--- src/rtl/page_walker.sv ---
// page_walker: radix page-table walker between the TLB miss path and the TLB insert path.
module page_walker #(
    parameter int SADDR  = 64,
    parameter int SPAGE  = 12,
    parameter int SPCID  = 12,
    parameter int NLEVEL = 3,
    parameter int SIDX   = 9
) (
    input  logic             clk,
    input  logic             rst_n,
    input  logic             miss_req,
    output logic             miss_ready,
    input  logic [SADDR-1:0] miss_va,
    input  logic [SPCID-1:0] miss_pcid,
    input  logic [SADDR-1:0] root_pa,
    input  logic             abort,
    output logic             mem_req,
    output logic [SADDR-1:0] mem_addr,
    input  logic             mem_ack,
    input  logic [SADDR-1:0] mem_rdata,
    output logic             insert,
    output logic [SADDR-1:0] ins_va,
    output logic [SADDR-1:0] ins_pa,
    output logic [SPCID-1:0] ins_pcid,
    output logic             fault,
    output logic             busy
);
    localparam int LW = $clog2(NLEVEL);

    typedef enum logic [2:0] {IDLE, REQ, CHECK, DONE, FAULT, DRAIN} state_t;

    state_t           state, nxt;
    logic [SADDR-1:0] va_r, base, pte, pa_r;
    logic [SPCID-1:0] pcid_r;
    logic [LW-1:0]    level;
    logic [SIDX-1:0]  idx;
    logic [SADDR-1:0] ppn, lo_mask;

    assign idx     = SIDX'(va_r >> (SPAGE + SIDX * int'(level)));
    assign ppn     = pte & ~((SADDR'(1) << SPAGE) - SADDR'(1));
    // va bits a superpage at this level leaves untranslated; empty at level 0
    assign lo_mask = ((SADDR'(1) << (SIDX * int'(level))) - SADDR'(1)) << SPAGE;

    always_comb begin
        nxt = state;
        case (state)
            IDLE:    nxt = miss_req ? REQ : IDLE;
            REQ:     nxt = mem_ack ? (abort ? IDLE : CHECK) : (abort ? DRAIN : REQ);
            CHECK:   nxt = abort ? IDLE :
                           !pte[0] ? FAULT :
                           pte[1] ? (|(ppn & lo_mask) ? FAULT : DONE) :
                           (level == '0) ? FAULT : REQ;
            DRAIN:   nxt = mem_ack ? IDLE : DRAIN;
            default: nxt = IDLE;
        endcase
    end

    always_ff @(posedge clk or negedge rst_n) begin
        if (!rst_n) begin
            state  <= IDLE;
            va_r   <= '0;
            pcid_r <= '0;
            base   <= '0;
            pte    <= '0;
            pa_r   <= '0;
            level  <= '0;
        end else begin
            state <= nxt;
            if (state == IDLE && miss_req) begin
                va_r   <= miss_va;
                pcid_r <= miss_pcid;
                base   <= root_pa;
                level  <= LW'(NLEVEL - 1);
            end
            if (state == REQ && mem_ack)
                pte <= mem_rdata;
            if (state == CHECK && nxt == REQ) begin
                base  <= ppn;
                level <= level - 1'b1;
            end
            if (state == CHECK && nxt == DONE)
                pa_r <= ppn | (va_r & lo_mask);
        end
    end

    assign miss_ready = state == IDLE;
    assign busy       = state != IDLE;
    assign mem_req    = state == REQ || state == DRAIN;
    assign mem_addr   = mem_req ? base + (SADDR'(idx) << 3) : '0;
    assign insert     = state == DONE && !abort;
    assign fault      = state == FAULT && !abort;
    assign ins_va     = va_r;
    assign ins_pa     = pa_r;
    assign ins_pcid   = pcid_r;
endmodule

--- config.mk ---
export PLATFORM = sky130hd
export DESIGN_NAME = page_walker
export DESIGN_NICKNAME = d
export VERILOG_FILES = /design/src/rtl/page_walker.sv
export SDC_FILE = /design/constraint.sdc
export NUM_CORES = 1
export LEC_CHECK = 0
export ABC_CLOCK_PERIOD_IN_PS = 5100
export CORE_AREA = 10 10 187 189
export CTS_CLUSTER_DIAMETER = 50
export DETAILED_ROUTE_END_ITERATION = 7
export DIE_AREA = 0 0 197 199
export PLACE_DENSITY = 0.75
export SLEW_MARGIN = 20
export SYNTH_ARGS = -nofsm -noshare
export SYNTH_HDL_FRONTEND = slang
export SYNTH_SLANG_ARGS = --single-unit
--- constraint.sdc ---
create_clock -name clk -period 5.1 [get_ports clk]
set_input_delay 0.765 -clock clk [delete_from_list [all_inputs] [get_ports clk]]
set_output_delay 0.765 -clock clk [all_outputs]
set_load 0.02 [all_outputs]
; Word-level counts from Yosys, hierarchy flattened
; Cells that the tools add are included.
[word_totals]
inputBits = 209
elab_cells = 53
reg_bits = 273
[classes]
add_sub_neg = 4
n_bitwise = 3
n_reduce_logical = 13
muxes = 16
shift = 2
multipliers = 1
n_eq_ne = 7
[op_table]
columns = cell, n
row1 = $mux W64, 3
row2 = $and A64 B64 Y64, 2
row3 = $add A64 B12 Y64, 1
row4 = $or A64 B64 Y64, 1
row5 = $reduce_or A64 Y1, 1
row6 = $shr A64 B32 Y9, 1
row7 = $shl A1 B6 Y52 const A, 1
row8 = $sub A52 B2 Y52 const B, 1
row9 = $add A5 B32 Y32 const A, 1
row10 = $mux W3, 8
row11 = $pmux W3 S4, 1
row12 = $eq A3 B2 Y1 const B, 3
row13 = $eq A3 B1 Y1 const B, 2
row14 = $eq A3 B3 Y1 const B, 2
row15 = $logic_and A1 B1 Y1, 6
row16 = $mul A4 B2 Y6 const A, 1
row17 = $mux W2, 3
row18 = $logic_not A3 Y1, 1
row19 = $reduce_bool A3 Y1, 1
row20 = $logic_not A2 Y1, 1
row21 = $reduce_bool A2 Y1, 1
row22 = $sub A2 B1 Y2 const B, 1
row23 = $logic_not A1 Y1, 1
row24 = $logic_or A1 B1 Y1, 1
row25 = $mux W1, 1

; Logic depth before layout (Yosys ltp)
; Gate-level depths: netlist (run 1).
[logic_depth]
ltp_word = 13
depth_mapped = 20

; Worst setup path after synthesis (run 1)
; No wires, ideal clock.
[synth_path]
path_type = register -> output
start = register level[0]
end = output mem_addr[45]
t_arrival_ns = 4.845
slack_ns = -0.510
n_path_buf = 5
stages_incl_launch_ff = 17
path_cell_list = dfrtp_1 > clkbuf_1 > buf_2 > clkbuf_1 > inv_1 > ha_1 > clkbuf_1 > mux4_2 > ha_1 > fa_1 > a21o_1 > a221o_1 > o21ai_0 > clkbuf_1 > nor4_1 > xnor2_1 > nor2_1
[synth_between]
elab_chain_cells = 5
[synth_lines]
columns = item, line
row1 = "start, declared", 35  ; logic [LW-1:0] level;
row2 = "start signal, assigned", 73  ; level <= LW'(NLEVEL - 1);
row3 = "start signal, assigned", 79  ; level <= level - 1'b1;
row4 = $mul A4 B2 Y6, 39  ; assign idx = SIDX'(va_r >> (SPAGE + SIDX * int'(level)));
row5 = $add A5 B32 Y32, 39
row6 = $shr A64 B32 Y9, 39
row7 = $add A64 B12 Y64, 89  ; assign mem_addr = mem_req ? base + (SADDR'(idx) << 3) : '0;
row8 = $mux W64, 89
row9 = "end, declared", 18  ; output logic [SADDR-1:0] mem_addr,
; Every way passes these cells.

; Final worst setup path (run 1)
[layout_path]
start = register level[1]
end = output mem_addr[21]
; The elaborated chain is that of the path after synthesis.

==> impl_results.md, run 1 <==
* R2r startpoint: level[1]
* Layout filler cell count at around 2600
* Yosys top cell area share at roughly 47%
* Die Y at a little under 200 um
* Final worst slack at -0.04900 ns
* Clock Skew at 0.02041 ns
* CP startpoint kind: flop
* Synth-to-Final Area Change at 48.74%
* Period utilization at 101.0%
* Failing checks: setup timing
* Number of vias per cell at 5.524
* Crit path kind: flop to primary output
* Yosys reg bits at about 250
* I/O pins at 418
* Fin crit period at about 5.1 ns
* Final instance area at approximately 20000 sq um
* Leakage at roughly 0.0086 uW
* Non-filler cells, final at 2347
* Global-route wire length before repair at just under 80000 um
* FFs w/ async S/R, synth at 100.0%
* VDD IR max at between 0.0003 and 0.0004 V
* Cell taking the most area after synthesis: dfrtp_1
* Crit path DAT at 4.38 ns
* Routed wire length at approximately 53000 um
* CP dominant cell by count: mux4_2
* Overall Global Routing Usage at 26.07%
* Router iterations before antenna repair at 5
* Critical path's top delay family: multiplexers
* CP max stage cell: mux4_2
* Gpl congestion at slightly below 0.9
* Layout cell share with drive strength beyond 1 at between 10% and 20%
* H-tree Lvls at 2
* Synth top cells by count: nand2_1 (439), dfrtp_1 (251), nor2_1 (115)
* Flop2flop setup slack at 1.46 ns
* Post-place instance area at between 15000 and 20000 sq um
* Worst slew margin at between 20% and 30%
* Cts hold-fix bufs at 0
* Worst Reg-to-Reg Cells at 12
* CTS Sinks at roughly 250
* Vias at between 10000 and 15000
* Nature of the critical path endpoint: primary output
* Hold Path Class: primary input to async pin
* # port buffers at a little under 400
* DR iter-0 viols at 1006
* Largest net degree at the start of global routing at about 130
* Slew @ Worst Pin at roughly 1.1 ns
* Worst path max stage delay at around 0.55 ns
* Core Area at around 31000 sq um
* Wire per inst at between 20 and 25 um
* Die span in x at a little under 200 um
* Post-synthesis sequential area ratio at a little under half
* Die area at roughly 40000 sq um
* Worst-path maximum fanout at 10
* Avg Cell Area, Syn at approximately 9 sq um
* Most used flip-flop cell after synthesis: dfrtp_1
* Nets at 2146
* Clk slew on worst S/H paths at approximately 0.06 ns
* Cells after Synth at approximately 1500
* Levels on crit path at 13
* Max cap viols at 0
* Max Slew Vio Count at 0
* Mapped cell area at between 10000 and 15000 sq um
* Synth warnings at 0
* Post-synthesis cell type count at a little under 60
* Cell Pwr Density at approximately 630 nW/um^2
* Number of synthesized flops with an enable pin at 0
* Number of global-route vias before repair at roughly 13000
* Clk root buf: clkbuf_16
* Clk_lat worst skew at 0.51 ns
* Crit-path cells: buf_12 -> mux4_2 -> mux4_2 -> ha_4 -> fa_2 -> a21o_1 -> a221o_1 -> o41a_1 -> buf_6 -> nand3_1 -> xor2_1 -> nor2_1 -> buf_4
* Initial antenna violation count at 2
* Max Fclk at between 150 and 200 MHz
* CTS tree: yes
* Clk buf depth at 3
* Std cell rows at 65
* DRC errors left at 0
* CTS Buf Count at 35
* Req. time, crit path at about 4.3 ns
* Count leader, synth: nand2_1
* Status: complete, but fails checks
* Setup-failing EPs final at 12
* Post-DP HPWL at 39240 um
* Cell total after placement at 2252
* Buf/Inv on CP at 3
* Grt total ovfl at 0
* RSZ-0062 raised after global routing: yes
* Post-DRT Antenna Nets at 0
* RR Endpoint: ins_pa[24]
* Synth top area cells: dfrtp_1 (47%), nand2_1 (12%), mux4_2 (5.3%)
* Initial Utilization at between 40% and 50%
* Final hold vios at 0
## stage by stage
step                TNS, ns  setup WS, ns  power [uW]  hold slack, ns  util [%]
floorplan                 0       0.02687        6545          0.4694         -
global placement          0       0.05770        9303          0.4596     57.82
detailed placement        0      0.005170        9420          0.4657     57.82
CTS                 -0.3390       -0.1865       12030          0.4246     61.93
global route         -2.087       -0.1618       13130          0.1728     63.15
finish              -0.3132      -0.04900       12480          0.1531     63.15
## where the power goes
part           switching [uW]  internal [uW]
Sequential               1110           2750
Combinational            3270           2880
Clock                     943           1530
## worst reg2reg max path, stage by stage, from the launching register on
cell	delay, ns
dfrtp_2	0.47
inv_1	0.10
buf_4	0.14
ha_1	0.31
inv_2	0.17
ha_1	0.42
o21ai_0	0.19
nand3_1	0.12
a2111oi_0	0.73
nand4b_1	0.23
buf_4	0.35
nand2_1	0.15
o21ai_0	0.10
## timing repair
item / CTS / global route
buffers inserted: 3 / 23
gates cloned: 2 / 3
pin swaps: 2 / 14
gates resized for setup: 146 / 102
endpoints found under the setup margin: 52 / 50
## logic make-up after synthesis
family | synth area share (%)
mux | 10.75
simple gates | 22.66
buf+inv | 3.888
fa+ha+maj | 1.755
xor+xnor | 2.708
flops | 47.37
compound gates | 10.84
other cells | 0.02828
## sequential cells by signal (all words and copies together) (netlist names)
signal / flops
ins_va: 64
level: 2
ins_pa: 52
base: 64
state: 3
ins_pcid: 12
pte: 54
## layer usage
metal	track usage [%]	vias to the layer above	wire, um
met3	6.489	93	4126
met1	33.66	6335	21960
met5	0	-	8
met2	42.31	542	25390
met4	7.975	2	1517
li1	-	5994	-
## placed cells by master (no fill, tap or decap), types with 11 or more instances in the layout
cell and count:
a21oi_1 72, a21oi_2 16, a31oi_1 54, and3_1 13
buf_4 91, buf_6 16, clkbuf_16 39, clkbuf_2 13
clkdlybuf4s50_1 337, conb_1 12, dfrtp_1 249, ha_1 11
inv_1 17, mux2_2 53, mux2i_1 12, mux4_2 31
nand2_1 438, nand3_1 25, nor2_1 95, nor2_2 19
nor3_1 14, nor4_1 20, o21ai_0 74, xnor2_1 35
## worst max path at each step
stage / from / endpoint
2_1_floorplan: level[0] / mem_addr[45]
3_3_place_gp: level[1] / mem_addr[15]
3_5_place_dp: level[1] / mem_addr[63]
4_1_cts: level[0] / mem_addr[63]
5_1_grt: level[1] / mem_addr[19]
6_report: level[1] / mem_addr[21]
## layout make-up
class / instances / area, sq um / share of cell area (%)
Antenna cell: 1 / 2.502 / 0.01269
Clock buffer: 46 / 1020 / 5.171
Clock inverter: 16 / 172.7 / 0.8755
Inverter: 18 / 67.56 / 0.3426
Multi-Input combinational cell: 1118 / 6852 / 34.74
Sequential cell: 251 / 6284 / 31.86
Tap cell: 402 / 503.0 / 2.550
Timing Repair Buffer: 495 / 4821 / 24.44
Note: power is estimated with default switching activity, not from simulation.
==> run 2: changes to the inputs <==
--- a/config.mk
+++ b/config.mk
@@ -6,6 +6,7 @@
 export NUM_CORES = 1
 export LEC_CHECK = 0
 export ABC_CLOCK_PERIOD_IN_PS = 5100
+export CAP_MARGIN = 25
 export CORE_AREA = 10 10 187 189
 export CTS_CLUSTER_DIAMETER = 50
 export DETAILED_ROUTE_END_ITERATION = 7
==> impl_results.md, run 2 (same netlist as run 1, synthesis figures left out) <==
* Hold Path Class: primary input to async pin
* CTS Sinks at 251 (unchanged)
* Max Fclk at 193.8 MHz (-0.22%)
* DR iter-0 viols at 857 (-15%)
* CTS tree: yes
* Die Y at 199 um (unchanged)
* # port buffers at 395 (unchanged)
* Overall Global Routing Usage at 25.87% (-0.20 points)
* Std cell rows at 65 (unchanged)
* Finished Core Util at 62.36% (-0.79 points)
* Clk buf depth at 3 (unchanged)
* DRC errors left at 0 (unchanged)
* Nets at 2125 (-0.98%)
* Failing checks: setup timing
* Tot Pwr at 12100 uW (-3.0%)
* Synth-to-Final Area Change at 46.88%
* Vias at 12820 (-1.1%)
* Die span in x at 197 um (unchanged)
* I/O pins at 418 (unchanged)
* Worst-path maximum fanout at 10 (unchanged)
* Final worst slack at -0.06024 ns (-0.01124 ns)
* Critical path's top delay family: buffers and inverters
* CP startpoint kind: flop
* Initial Utilization at 42.46% (unchanged)
* Slew @ Worst Pin at 0.9152 ns (-0.2061 ns)
* RR Endpoint: ins_pa[22]
* Clk_lat worst skew at 0.50 ns (about the same)
* Max cap viols at 0 (unchanged)
* Router iterations before antenna repair at 5 (unchanged)
* Initial antenna violation count at 8 (+6)
* Worst Reg-to-Reg Cells at 11 (-1)
* Clk slew on worst S/H paths at 0.06 ns (about the same)
* CP max stage cell: dfrtp_2
* RSZ-0062 raised after global routing: yes
* H-tree Lvls at 2 (unchanged)
* Largest net degree at the start of global routing at 131 (unchanged)
* Clock Skew at 0.01605 ns (-0.004362 ns)
* Commonest non-fill, non-tap cell in the layout: nand2_1
* Global-route wire length before repair at 78630 um (-0.54%)
* Setup-failing EPs final at 8 (-4)
* R2r startpoint: level[1]
* Nature of the critical path endpoint: primary output
* Wire per inst at 22.49 um (-0.41%)
* VDD IR max at 0.0004208 V (+16%)
* Routed wire length at 52400 um (-1.1%)
* Req. time, crit path at 4.34 ns (about the same)
* Status: complete, but fails checks
* Buf/Inv on CP at 5 (+2)
* Period utilization at 101.2% (+0.22 points)
* Crit-path cells: buf_4 -> bufbuf_16 -> mux4_2 -> nor2b_1 -> a211oi_1 -> a21oi_2 -> ha_1 -> a21o_1 -> a31o_2 -> nor4_4 -> buf_4 -> nor2_2 -> buf_4 -> xnor2_1 -> nor2_1 -> clkdlybuf4s15_2
* Worst path max stage delay at 0.46 ns (-0.09 ns)
* Number of global-route vias before repair at 12900 (-0.24%)
* Commonest non-fill, non-tap cells in the layout: nand2_1 (437), clkdlybuf4s50_1 (337), dfrtp_1 (249), nor2_1 (97), o21ai_0 (77)
* Final hold vios at 0 (unchanged)
* Cell Pwr Density at 621.5 nW/um^2 (-1.8%)
* Final hold slack at 0.1610 ns (+0.007892 ns)
* Clk root buf: clkbuf_16
* CP dominant cell by count: buf_4
* Post-DRT Antenna Nets at 0 (unchanged)
* Die area at 39200 sq um (unchanged)
* Number of vias per cell at 5.503 (-0.39%)
* Layout filler cell count at 2616 (+2.1%)
* Crit path kind: flop to primary output
* Gpl congestion at 0.8955 (unchanged)
* CTS Buf Count at 34 (-2.9%)
* Post-DP HPWL at 39470 um (+0.60%)
* Crit path DAT at 4.40 ns (+0.02 ns)
* Fin crit period at 5.160 ns (+0.01124 ns)
* Worst slew margin at 38.86% (+14 points)
* Flop2flop setup slack at 1.44 ns (-0.02 ns)
* Leakage at 0.008477 uW (-1.4%)
* Core Area at 31230 sq um (unchanged)
* Grt total ovfl at 0 (unchanged)
* Layout cell share with drive strength beyond 1 at 17.39% (-1.5 points)
* Max Slew Vio Count at 0 (unchanged)
-- run 2: worst max-delay path by stage --
| stage | endpoint | cells past startpoint | slack [ns] | start |
|---|---|---|---|---|
| final | mem_addr[12] | 16 | -0.06 | level[1] |
| after global routing | mem_addr[12] | 16 | -0.20 | level[1] |
| after CTS | mem_addr[63] | 13 | -0.09 | level[1] |
| after detailed placement | mem_addr[63] | 13 | 0.01 | level[1] |
| after global placement | mem_addr[15] | 12 | 0.06 | level[1] |
| after floorplan | mem_addr[45] | 16 | 0.03 | level[0] |
-- run 2: worst register-to-register path, stage by stage, from the launching register on --
cell	delay, ns
dfrtp_2	0.46
buf_4	0.15
bufbuf_16	0.26
ha_1	0.36
ha_1	0.37
inv_1	0.05
a22o_1	0.25
a2111oi_0	0.77
nand4b_1	0.23
buf_4	0.35
nand2_1	0.15
o21ai_0	0.10
-- run 2: cell type report --
class	instances	area, sq um	area share (%)
Antenna cell	7	17.52	0.08995
Clock buffer	43	955.9	4.908
Clock inverter	16	222.7	1.144
Inverter	18	67.56	0.3469
Multi-Input combinational cell	1118	6784	34.83
Sequential cell	251	6284	32.26
Tap cell	402	503.0	2.583
Timing Repair Buffer	475	4641	23.83
-- run 2: report_power, final --
| group | leakage [uW] | internal [uW] | switching [uW] |
|---|---|---|---|
| sequential | 0.00315 | 2750 | 1100 |
| combinational | 0.00475 | 2660 | 3130 |
| clock | 0.000573 | 1540 | 925 |
-- run 2: through the flow --
step | setup TNS [ns] | instances | instance area (sq um) | worst slack, ns
final | -0.1952 | 2330 | 19470 | -0.06024
after global routing | -2.016 | 2330 | 19470 | -0.1966
after CTS | -0.1048 | 2319 | 19380 | -0.08757
after detailed placement | 0 | 2253 | 18080 | 0.01142
after global placement | 0 | 2252 | 18060 | 0.05770
after floorplan | 0 | 1493 | 13400 | 0.02687
-- run 2: routing by layer --
layer / global-route usage (%) / share of wire (%) / up-vias
li1: - / - / 5937
met1: 33.21 / 41 / 6248
met2: 41.51 / 48 / 547
met3: 6.725 / 8.8 / 88
met4: 9.000 / 3.0 / 2
met5: 0 / 0.025 / -
-- run 2: what timing repair did --
action	4_1_cts	5_1_grt
setup buffers	6	3
pin swaps	3	6
setup endpoints to repair	52	50
hold buffers	0	0
gates resized for setup	121	91
cloned	1	0
==> run 3: changes to the inputs <==
==> config.mk (replaced) <==
export PLATFORM = sky130hd
export DESIGN_NAME = page_walker
export DESIGN_NICKNAME = d
export VERILOG_FILES = /design/src/rtl/page_walker.sv
export SDC_FILE = /design/constraint.sdc
export NUM_CORES = 1
export LEC_CHECK = 0
export ABC_CLOCK_PERIOD_IN_PS = 6500
export CAP_MARGIN = 25
export CORE_AREA = 10 10 174 176
export CTS_CLUSTER_DIAMETER = 50
export DETAILED_ROUTE_END_ITERATION = 7
export DIE_AREA = 0 0 184 186
export PLACE_DENSITY = 0.85
export SLEW_MARGIN = 20
export SYNTH_ARGS = -nofsm -noshare
export SYNTH_HDL_FRONTEND = slang
export SYNTH_SLANG_ARGS = --single-unit
==> constraint.sdc (replaced) <==
create_clock -name clk -period 6.5 [get_ports clk]
set_input_delay 0.975 -clock clk [delete_from_list [all_inputs] [get_ports clk]]
set_output_delay 0.975 -clock clk [all_outputs]
set_load 0.02 [all_outputs]
==> impl_results.md, run 3 (same netlist as run 1, synthesis figures left out) <==
* Status: completed
* Cts hold-fix bufs at 0 (unchanged)
* CP dominant cell by count: mux4_2
* Levels on crit path at 12 (-4)
* Worst path max stage delay at 0.64 ns (+0.18 ns)
* Router iterations before antenna repair at 6 (+1)
* Die Y at 186 um (-6.5%)
* CTS Buf Count at 30 (-12%)
* Fin crit period at around 6.2 ns
* Std cell rows at 60 (-7.7%)
* Flop2flop setup slack at 2.46 ns (+1.02 ns)
* Final hold vios at 0 (unchanged)
* Clk root buf: clkbuf_16
* Crit-path cells: buf_6 -> mux4_2 -> mux4_2 -> ha_1 -> fa_1 -> a21o_1 -> a221o_1 -> o41a_1 -> and3_1 -> xnor2_1 -> nor2_1 -> clkdlybuf4s50_1
* Cell Pwr Density at 478.4 nW/um^2 (-23%)
* Wire per inst at 22.88 um (+1.7%)
* CP max stage cell: clkdlybuf4s50_1
* Routed wire length at 50320 um (-4.0%)
* I/O pins at 418 (unchanged)
* Grt total ovfl at 0 (unchanged)
* Commonest non-fill, non-tap cells in the layout: nand2_1 (438), clkdlybuf4s50_1 (394), dfrtp_1 (249), nor2_1 (115), a21oi_1 (88)
* # port buffers at 395 (unchanged)
* CTS tree: yes
* Setup-failing EPs final at 0 (-8)
* Vias at 12910 (+0.65%)
* Slew @ Worst Pin at 1.012 ns (+0.09664 ns)
* Setup crit start: level[1]
* Initial Utilization at 49.61% (+7.2 points)
* Clk_lat worst skew at 0.55 ns (+0.05 ns)
* Commonest non-fill, non-tap cell in the layout: nand2_1
* Req. time, crit path at 5.52 ns (+1.18 ns)
* R2r startpoint: level[1]
* Final hold slack at 0.3878 ns (+0.2268 ns)
* Max Slew Vio Count at 0 (unchanged)
* VDD IR max at 0.0003101 V (-26%)
* CTS Sinks at 251 (unchanged)
* Max cap viols at 0 (unchanged)
* Post CTS Setup Buffer Count at 0 (-6)
* Largest net degree at the start of global routing at 170 (+30%)
* Leakage at 0.007901 uW (-6.8%)
* DR iter-0 viols at 1216 (+42%)
* Overall Global Routing Usage at 28.42% (+2.5 points)
* Crit path DAT at 5.21 ns (+0.81 ns)
* Setup TNS at 0 ns (+0.1952 ns)
* Synth-to-Final Area Change at 39.22%
* Worst-path maximum fanout at 47 (+37)
* Nets at 2058 (-3.2%)
* PostCTS Resize Cnt at 0 (-100%)
* Hold Path Class: primary input to async pin
* DRC errors left at 0 (unchanged)
* Global-route wire length before repair at 75550 um (-3.9%)
* Clock Skew at 0.01626 ns (+0.0002101 ns)
* Critical path's top delay family: multiplexers
* Number of vias per cell at 5.869 (+6.6%)
* Buf/Inv on CP at 2 (-3)
* Initial antenna violation count at 6 (-2)
* Nature of the critical path endpoint: primary output
* Worst Reg-to-Reg Cells at 11 (unchanged)
* Crit path kind: flop to primary output
* Die span in x at 184 um (-6.6%)
* Max Fclk at 161.7 MHz
* Gpl congestion at 0.9036 (+0.90%)
* Layout cell share with drive strength beyond 1 at 9.071% (-8.3 points)
* RSZ-0062 raised after global routing: no
* Die area at 34220 sq um (-13%)
* CP endpoint: mem_addr[15]
* Core Area at 26730 sq um (-14%)
* Clk buf depth at 3 (unchanged)
* RR Endpoint: ins_pa[58]
* Worst slew margin at 32.55% (-6.3 points)
* H-tree Lvls at 1 (-1)
* CP startpoint kind: flop
* Period utilization at approximately 95%
* Number of global-route vias before repair at 12670 (-1.8%)
* Post-DP HPWL at 36900 um (-6.5%)
* Clk slew on worst S/H paths at 0.06 ns (about the same)
* Post-DRT Antenna Nets at 0 (unchanged)
[run 3: changes by cell type in the layout (fill, tap and decap cells not counted), sizes merged]
cell,change
buf,-90
bufbuf,-1
clkdlybuf4s50,+57
diode,-1
clkbuf,-17
dlygate4sd2,-12
inv,-2
clkinv,+2
clkinvlp,-2
clkdlybuf4s15,-4
[run 3: metal layers]
metal / GRT usage, % / up-vias / routed length (um)
met1: 35.89 / 6242 / 19560
met2: 46.01 / 748 / 23640
met5: 0 / - / 0
met4: 11.08 / 0 / 1952
met3: 7.116 / 118 / 5170
li1: - / 5797 / -
[run 3: report_power, final]
group          switching (uW)  internal, uW  total, uW
registers                 991          2160       3150
logic                    2140          1810       3950
clock network             680          1050       1730
total                    3810          5020       8830
[run 3: through the flow]
step | cells | util, % | instance area (sq um) | total power [uW] | worst slack [ns]
6_report | 2199 | 69.07 | 18460 | 8831 | 0.3170
5_1_grt | 2199 | 69.07 | 18460 | 9299 | 0.04365
4_1_cts | 2193 | 68.97 | 18430 | 8801 | 0.04888
3_5_place_dp | 2140 | 65.18 | 17420 | 7043 | 0.6980
3_3_place_gp | 2140 | 65.18 | 17420 | 6921 | 0.7532
2_1_floorplan | 1493 | - | 13300 | 5078 | 0.6796
[run 3: worst reg2reg max path, stage by stage, from the launching register on]
cell and delay, ns:
dfrtp_2 0.37, buf_6 0.39, ha_1 0.52, inv_1 0.19, ha_1 0.32, inv_1 0.05
a22o_1 0.25, a2111oi_0 0.80, nand4b_1 0.19, buf_4 0.46, nand2_1 0.20, o21ai_0 0.12
[run 3: layout make-up]
type	instances	area [sq um]
fillers	2077	8267
multi-input cells	1118	6546
flip-flops and latches	251	6284
repair buffers	412	4106
clock buffers	39	825.8
well taps	341	426.7
clock inverters	14	187.7
inverters	18	67.56
diodes	6	15.01
[run 3: worst min path at each step]
stage	from	to	slack, ns	cells after the start
after floorplan	base[0]	base[0]	0.50	2
after global placement	ins_pcid[3]	ins_pcid[3]	0.46	2
after detailed placement	ins_pcid[7]	ins_pcid[7]	0.46	2
after CTS	rst_n	ins_va[36]	0.42	1
after global routing	rst_n	ins_va[36]	0.44	1
final	rst_n	ins_va[36]	0.39	1
